$ cat config.mk
export PLATFORM = sky130hd
export DESIGN_NAME = fetch_entry_buffer
export DESIGN_NICKNAME = d
export VERILOG_FILES = /design/src/rtl/fetch_entry_buffer_pkg.sv /design/src/rtl/fetch_entry_buffer_mem.sv /design/src/rtl/fetch_entry_buffer.sv
export SDC_FILE = /design/constraint.sdc
export NUM_CORES = 1
export LEC_CHECK = 0
export BUFFER_PORTS_ARGS = -buffer_cell sky130_fd_sc_hd__buf_2
export CELL_PAD_IN_SITES_DETAIL_PLACEMENT = 1
export CELL_PAD_IN_SITES_GLOBAL_PLACEMENT = 1
export CORE_ASPECT_RATIO = 0.8
export CORE_UTILIZATION = 45
export CTS_CLUSTER_SIZE = 16
export DETAILED_ROUTE_END_ITERATION = 8
export PLACE_DENSITY_LB_ADDON = 0.05
export SYNTH_ARGS = -nofsm -noshare
export SYNTH_HDL_FRONTEND = slang
export SYNTH_SLANG_ARGS = --single-unit
$ cat constraint.sdc
create_clock -name clk_i -period 10.9 [get_ports clk_i]
set_input_delay 0.545 -clock clk_i [delete_from_list [all_inputs] [get_ports clk_i]]
set_output_delay 0.545 -clock clk_i [all_outputs]
set_load 0.005 [all_outputs]
$ cat src/rtl/fetch_entry_buffer_pkg.sv
// Shared types for the fetch entry buffer.
// fetch_entry_t is the frontend-to-decode payload; its packed width sets the
// default entry width of the buffer.
package fetch_entry_buffer_pkg;

  typedef struct packed {
    logic [63:0] address;          // virtual PC of the instruction
    logic [31:0] instruction;      // realigned (possibly compressed) instruction
    logic [31:0] branch_info;      // branch prediction / exception side-band
  } fetch_entry_t;

  localparam int unsigned FetchEntryWidth = $bits(fetch_entry_t);

endpackage

$ cat src/rtl/fetch_entry_buffer_mem.sv
// Register array holding the buffered fetch entries.
// Ports:
//   clk_i    : clock
//   we_i     : write enable
//   waddr_i  : write address
//   wdata_i  : write data
//   raddr_i  : one read address per read port
//   rdata_o  : combinational read data per read port
// Contents are deliberately not reset; the occupancy count decides validity.
module fetch_entry_buffer_mem #(
  parameter int unsigned Depth       = 4,
  parameter int unsigned EntryWidth  = 128,
  parameter int unsigned NrReadPorts = 1,
  parameter int unsigned AddrW       = $clog2(Depth)
) (
  input  logic                                     clk_i,
  input  logic                                     we_i,
  input  logic [AddrW-1:0]                         waddr_i,
  input  logic [EntryWidth-1:0]                    wdata_i,
  input  logic [NrReadPorts-1:0][AddrW-1:0]        raddr_i,
  output logic [NrReadPorts-1:0][EntryWidth-1:0]   rdata_o
);

  logic [EntryWidth-1:0] mem_q [Depth];

  always_ff @(posedge clk_i) begin
    if (we_i) begin
      mem_q[waddr_i] <= wdata_i;
    end
  end

  always_comb begin
    rdata_o = '0;
    for (int unsigned k = 0; k < NrReadPorts; k++) begin
      rdata_o[k] = mem_q[raddr_i[k]];
    end
  end

endmodule

$ cat src/rtl/fetch_entry_buffer.sv
// Elastic in-order buffer between the instruction realigner and decode.
// Ports:
//   clk_i               : clock
//   rst_i               : synchronous active-high reset
//   flush_i             : discard all contents (takes effect next cycle)
//   fetch_entry_i       : entry from the frontend
//   fetch_entry_valid_i : frontend valid
//   fetch_entry_ready_o : buffer can accept an entry (registered state only)
//   fetch_entry_o       : port k carries the k-th oldest entry
//   fetch_entry_valid_o : per-port valid
//   fetch_entry_ready_i : per-port decode accept
//   count_o             : current occupancy
module fetch_entry_buffer
  import fetch_entry_buffer_pkg::*;
#(
  parameter int unsigned NrIssuePorts = 1,
  parameter int unsigned Depth        = 4,
  parameter int unsigned EntryWidth   = FetchEntryWidth,
  parameter int unsigned CntW         = $clog2(Depth + 1)
) (
  input  logic                                    clk_i,
  input  logic                                    rst_i,
  input  logic                                    flush_i,
  input  logic [EntryWidth-1:0]                   fetch_entry_i,
  input  logic                                    fetch_entry_valid_i,
  output logic                                    fetch_entry_ready_o,
  output logic [NrIssuePorts-1:0][EntryWidth-1:0] fetch_entry_o,
  output logic [NrIssuePorts-1:0]                 fetch_entry_valid_o,
  input  logic [NrIssuePorts-1:0]                 fetch_entry_ready_i,
  output logic [CntW-1:0]                         count_o
);

  localparam int unsigned PtrW = $clog2(Depth);

  logic [PtrW-1:0]                   rptr_q, wptr_q;
  logic [CntW-1:0]                   count_q;
  logic                              push;
  logic [NrIssuePorts-1:0]           pop;
  logic [CntW-1:0]                   pop_cnt;
  logic [NrIssuePorts-1:0][PtrW-1:0] raddr;
  logic                              in_order;

  // Ready depends only on the registered count, so a pop in the same cycle
  // never opens a slot early and there is no path from fetch_entry_ready_i.
  assign fetch_entry_ready_o = (count_q < CntW'(Depth));
  assign push    = fetch_entry_valid_i & fetch_entry_ready_o & ~flush_i;
  assign count_o = count_q;

  // A port only pops when every older port pops too, keeping issue in order.
  always_comb begin
    fetch_entry_valid_o = '0;
    pop                 = '0;
    pop_cnt             = '0;
    raddr               = '0;
    in_order            = 1'b1;
    for (int unsigned k = 0; k < NrIssuePorts; k++) begin
      raddr[k]               = rptr_q + PtrW'(k);
      fetch_entry_valid_o[k] = (count_q > CntW'(k)) & ~flush_i;
      pop[k]                 = in_order & fetch_entry_valid_o[k] & fetch_entry_ready_i[k];
      in_order               = pop[k];
      pop_cnt                = pop_cnt + CntW'(pop[k]);
    end
  end

  always_ff @(posedge clk_i) begin
    if (rst_i) begin
      rptr_q  <= '0;
      wptr_q  <= '0;
      count_q <= '0;
    end else if (flush_i) begin
      rptr_q  <= '0;
      wptr_q  <= '0;
      count_q <= '0;
    end else begin
      rptr_q  <= rptr_q + PtrW'(pop_cnt);
      wptr_q  <= wptr_q + PtrW'(push);
      count_q <= count_q + CntW'(push) - pop_cnt;
    end
  end

  fetch_entry_buffer_mem #(
    .Depth       (Depth),
    .EntryWidth  (EntryWidth),
    .NrReadPorts (NrIssuePorts),
    .AddrW       (PtrW)
  ) i_mem (
    .clk_i   (clk_i),
    .we_i    (push & ~rst_i),
    .waddr_i (wptr_q),
    .wdata_i (fetch_entry_i),
    .raddr_i (raddr),
    .rdata_o (fetch_entry_o)
  );

  a_params : assert property (@(posedge clk_i)
    (NrIssuePorts inside {1, 2}) && (Depth >= 2) && ((Depth & (Depth - 1)) == 0));

  a_no_push_full : assert property (@(posedge clk_i) disable iff (rst_i)
    push |-> (count_q != CntW'(Depth)));

  a_count_bound : assert property (@(posedge clk_i) disable iff (rst_i)
    count_q <= CntW'(Depth));

endmodule

# Word level (Yosys, flattened, before mapping)
# Memories as Yosys holds them, arrays and structs flattened. A register that Yosys moved wholly into a read port is not among the register bits.
# Index checks and enable logic that the tools add are counted.
totals:
  ramBits: 512
  input_bits: 133
  n_memories: 1
  elab_cells: 21
  out_inout_bits: 133
  reg_bits: 7
op_classes:
  n_mux: 3
  bitwise: 7
  add_sub_neg: 4
  order_cmp: 2
  n_reduce_logical: 1
mem_list:
  columns: ["name", "words", "word_bits", "read_ports", "rd_ports_with_merged_regs", "write_ports", "line_no", "rtl"]
  rows:
  - ["i_mem.mem_q", 4, 128, 1, 1, 1, "fetch_entry_buffer_mem.sv:24", "logic [EntryWidth-1:0] mem_q [Depth];"]
ops:
  columns: ["operator", "count"]
  rows:
  - ["$and 1x1->1", 5]
  - ["$add 2x1->2", 2]
  - ["$add 3x1->3", 1]
  - ["$gt 3x1->1 const B", 1]
  - ["$lt 3x3->1 const B", 1]
  - ["$sub 3x1->3", 1]
  - ["$mux 1", 2]
  - ["$mux 2", 1]
  - ["$not 1->1", 2]
  - ["$reduce_or 2->1", 1]

# Depth between registers and ports, before layout
logic_depth:
  depth_word: 6
  depth_mapped: 9
  ltp_nobuf: 9

# Modules after synthesis
# Synthesis repeated with hierarchy kept, for this count alone.
unflattened:
  hier_cells: 708
  area_unflattened_um2: 18966.9
modules_own_cells:
  columns: ["module", "cells_each", "area_per_inst_um2", "seq_area_each_um2", "instances"]
  rows:
  - ["fetch_entry_buffer_mem", 672, 18602.8, 15374.7, 1]
  - ["fetch_entry_buffer", 36, 364.1, 140.1, 1]

# Least setup slack after synthesis
# No wires, ideal clock.
synth_path:
  path_type: "input to register"
  from: "in flush_i"
  to: "mem i_mem.mem_q[0][0], enable pin"
  setup_slack_ps: -415
  arrival_time_ps: 10515
  required_time_ps: 10100
  cell_stages: 3
  path_buffers: 1
  setup_time_ps: 800
  cell_sequence: "buf_2 -> nor4b_1 -> nor3b_1"
synth_between:
  elab_chain_len: 5
synth_rtl:
  columns: ["item", "line_no", "rtl"]
  rows:
  - ["start: declaration", "fetch_entry_buffer.sv:23", "input logic flush_i,"]
  - ["$not 1->1", "fetch_entry_buffer.sv:46", "assign push = fetch_entry_valid_i & fetch_entry_ready_o & ~flush_i;"]
  - ["$and 1x1->1", "fetch_entry_buffer.sv:46", null]
  - ["$and 1x1->1", "fetch_entry_buffer.sv:88", ".we_i (push & ~rst_i),"]
  - ["$mux 1", "fetch_entry_buffer_mem.sv:27", "if (we_i) begin"]
  - ["$mux 1 (implied by the code)", "fetch_entry_buffer_mem.sv:28", "mem_q[waddr_i] <= wdata_i;"]
  - ["end: declaration", "fetch_entry_buffer_mem.sv:24", null]
# Every way passes these cells.

# Worst setup path after layout
layout_path:
  from: "reg count_q[2], in the netlist count_o[2]"
  to: "mem i_mem.mem_q[1][77], enable pin"
layout_between:
  elab_chain_len: 6
layout_rtl:
  columns: ["item", "line_no", "rtl"]
  rows:
  - ["start: declaration", "fetch_entry_buffer.sv:36", "logic [CntW-1:0] count_q;"]
  - ["start signal: assignment", "fetch_entry_buffer.sv:77", "count_q <= count_q + CntW'(push) - pop_cnt;"]
  - ["$lt 3x3->1", "fetch_entry_buffer.sv:45", "assign fetch_entry_ready_o = (count_q < CntW'(Depth));"]
  - ["$and 1x1->1 (2 in a row)", "fetch_entry_buffer.sv:46", null]
  - ["$and 1x1->1", "fetch_entry_buffer.sv:88", null]
  - ["$mux 1", "fetch_entry_buffer_mem.sv:27", null]
  - ["$mux 1 (implied by the code)", "fetch_entry_buffer_mem.sv:28", null]
# Every way passes these cells.

==> impl_metrics.json <==
{
  "die_h_um": 185,
  "cts_tree": "done",
  "placed_area_sq_mm": 0.0208,
  "numPortBuffers": 265,
  "die_w_um": 231,
  "overflow": 0,
  "final-hold-violation-count": 0,
  "irDropWorstVdd_uv": 126,
  "worst_ep_arrival_time_ps": 4030,
  "vias": 8349,
  "end_kind": "register",
  "cts_root_buf": "clkbuf_16",
  "synth.distinct_cells": 23,
  "drc_errors": 0,
  "drive_above_1_share": 0.458,
  "tightest_slew_ps": 1090,
  "path_class": "reg -> reg",
  "syn_area_sq_mm": 0.0188,
  "ctsResizeCount": 0,
  "synth_top_cell_by_area": "edfxtp_1",
  "dieArea_sq_mm": 0.0427,
  "preCtsSetupSlack_ps": 6590,
  "reg2reg_slack_ps": 7050,
  "max_freq_mhz": 260,
  "num_io_pins": 266,
  "grt_first_pass_wirelength_um": 57400,
  "start_kind": "register",
  "cts_buffers": 50,
  "final_area_sq_mm": 0.0224,
  "grt_max_degree": 106,
  "track_usage": 0.183,
  "hpwl_um": 23000,
  "min_from": "fetch_entry_i[111]",
  "antenna_found_initial": 9,
  "async_reset_ff_frac": 0,
  "ys.flop_type": "edfxtp_1",
  "clockBufferDepth": 3,
  "synth_commonest_cells": "edfxtp_1, mux4_2, buf_2",
  "drt-initial-drc-count": 437,
  "reg2reg_depth": 5,
  "netlist_instances": 710,
  "core_sq_mm": 0.0410,
  "yosys_warnings": 0,
  "rsz0062_at_grt": "no",
  "ys_ff_latch": 519,
  "p_leak_nw": 7.31,
  "r2r_end": "i_mem.mem_q[1][77]$_DFFE_PP_",
  "whs_path_depth": 1,
  "min_period_over_period": 0.353,
  "htree_num_levels": 2,
  "fin_nets": 1143,
  "cp_data_required_time_ps": 11080,
  "wire_per_inst_um": 24.3,
  "num_rows": 66,
  "clock_skew_ps": 23.7,
  "tns_ps": 0,
  "drt_first_pass_iters": 5,
  "synth_most_common_cell": "edfxtp_1",
  "synthTopCellsByArea": "edfxtp_1, mux4_2, dfxtp_1, buf_6, buf_2",
  "power_density_mw_per_mm2": 181,
  "synth_top_area_frac": 0.816,
  "r2r_start": "count_o[2]$_SDFF_PP0_",
  "status": "finished clean",
  "setup_violations": 0,
  "hold_path_class": "in -> reg",
  "antenna_left": 0,
  "slew_viol_final": 0,
  "ys_seq_area_frac": 0.823,
  "clk_latency_ps": 570,
  "initial_core_util": 0.460,
  "cts_setup_buffers": 0,
  "viasPerCell": 5.26,
  "max_cap_violations": 0,
  "postCtsHoldBufs": 0,
  "clk_pin_slew_ps": 70,
  "avgSynthCellArea_sq_um": 26.5,
  "area_growth_syn_to_layout_pct": 18.8,
  "max_slew_margin": 0.271,
  "synth_fp_nets": 846,
  "crit_path_max_fanout": 60,
  "synth_edf_count": 512,
  "cts_num_sinks": 519,
  "finalWirelength_um": 38500,
  "period_minus_slack_ps": 3850,
  "fin_util": 0.547,
  "first_global_vias": 8840,
  "gp_congestion": 0.704,
  "setup_ws_ps": 7050,
  "hold_end": "i_mem.mem_q[0][111]$_DFFE_PP_"
}
[critical path: stages (launching register included)]
cell and delay, ps:
dfxtp_1 370, nor4b_1 660, nand2_1 220, nor2_4 570, buf_4 810, buf_4 700
[kinds of logic (layout without fill, tap and decap cells)]
family | count (synthesis) | count (layout) | synth area share
XOR/XNOR | 5 | 5 | 0.00232
flip-flops | 519 | 519 | 0.823
AO/OA/AOI/OAI | 3 | 3 | 0.00113
multiplexers | 128 | 128 | 0.153
buffers and inverters | 32 | 363 | 0.0122
adder cells (fa/ha/maj) | 3 | 3 | 0.00239
AND/OR/NAND/NOR | 20 | 20 | 0.00564
other | 0 | 3 | 0
[layer usage]
metal / part of all wire / global-route usage / wire [um]
met1: 0.44 / 0.259 / 16900
met2: 0.48 / 0.287 / 18400
met3: 0.066 / 0.0511 / 2540
met4: 0.013 / 0.0371 / 516
met5: 0.0020 / 0 / 78
[sequential cells by signal, indices dropped and copies added, names as in the netlist]
| signal | count |
|---|---|
| wptr_q | 2 |
| rptr_q | 2 |
| i_mem.mem_q | 512 |
| count_o | 3 |
[worst max path at each step]
stage	startpoint	end	slack [ps]	cells after the start
after floorplan	flush_i	i_mem.mem_q[1][0]$_DFFE_PP_	3730	4
after global placement	flush_i	i_mem.mem_q[2][66]$_DFFE_PP_	6620	6
after detailed placement	flush_i	i_mem.mem_q[2][67]$_DFFE_PP_	6590	6
after CTS	count_o[2]$_SDFF_PP0_	i_mem.mem_q[1][34]$_DFFE_PP_	6910	5
after global routing	count_o[2]$_SDFF_PP0_	i_mem.mem_q[1][77]$_DFFE_PP_	6750	5
final	count_o[2]$_SDFF_PP0_	i_mem.mem_q[1][77]$_DFFE_PP_	7050	5
[area by class of cell]
cell class | count | area, sq um
multi-input cells | 159 | 3130
diodes | 3 | 7.51
clock buffers | 63 | 1390
well taps | 544 | 681
flip-flops and latches | 519 | 15500
inverters | 2 | 7.51
repair buffers | 275 | 1410
clock inverters | 23 | 229
fillers | 3561 | 18600
[layout by cell type, fill, tap and decap left out, drive strengths merged, types with 3 or more instances in the layout]
cell type and n:
diode 3, dfxtp 7, edfxtp 512, nor2 4, buf 275, clkinv 17
nor3 7, clkbuf 63, xnor2 3, bufinv 5, mux4 128
[power by group]
group          leakage (nW)  switching, mW  total, mW  internal [mW]
logic                  1.83         0.0632      0.116         0.0531
clock network         0.794          0.703       1.72           1.01
registers              4.68        0.00602       2.22           2.21
[per-stage QoR]
| stage | hold WS [ps] | power, mW | instances |
|---|---|---|---|
| finish | 187 | 4.05 | 1588 |
| CTS | 159 | 4.10 | 1585 |
| floorplan | 543 | 2.31 | 710 |
| detailed placement | 667 | 2.38 | 1499 |
| global placement | 671 | 2.38 | 1499 |
| global route | 172 | 4.18 | 1585 |
No activity file was read; power rests on OpenSTA's default activity.
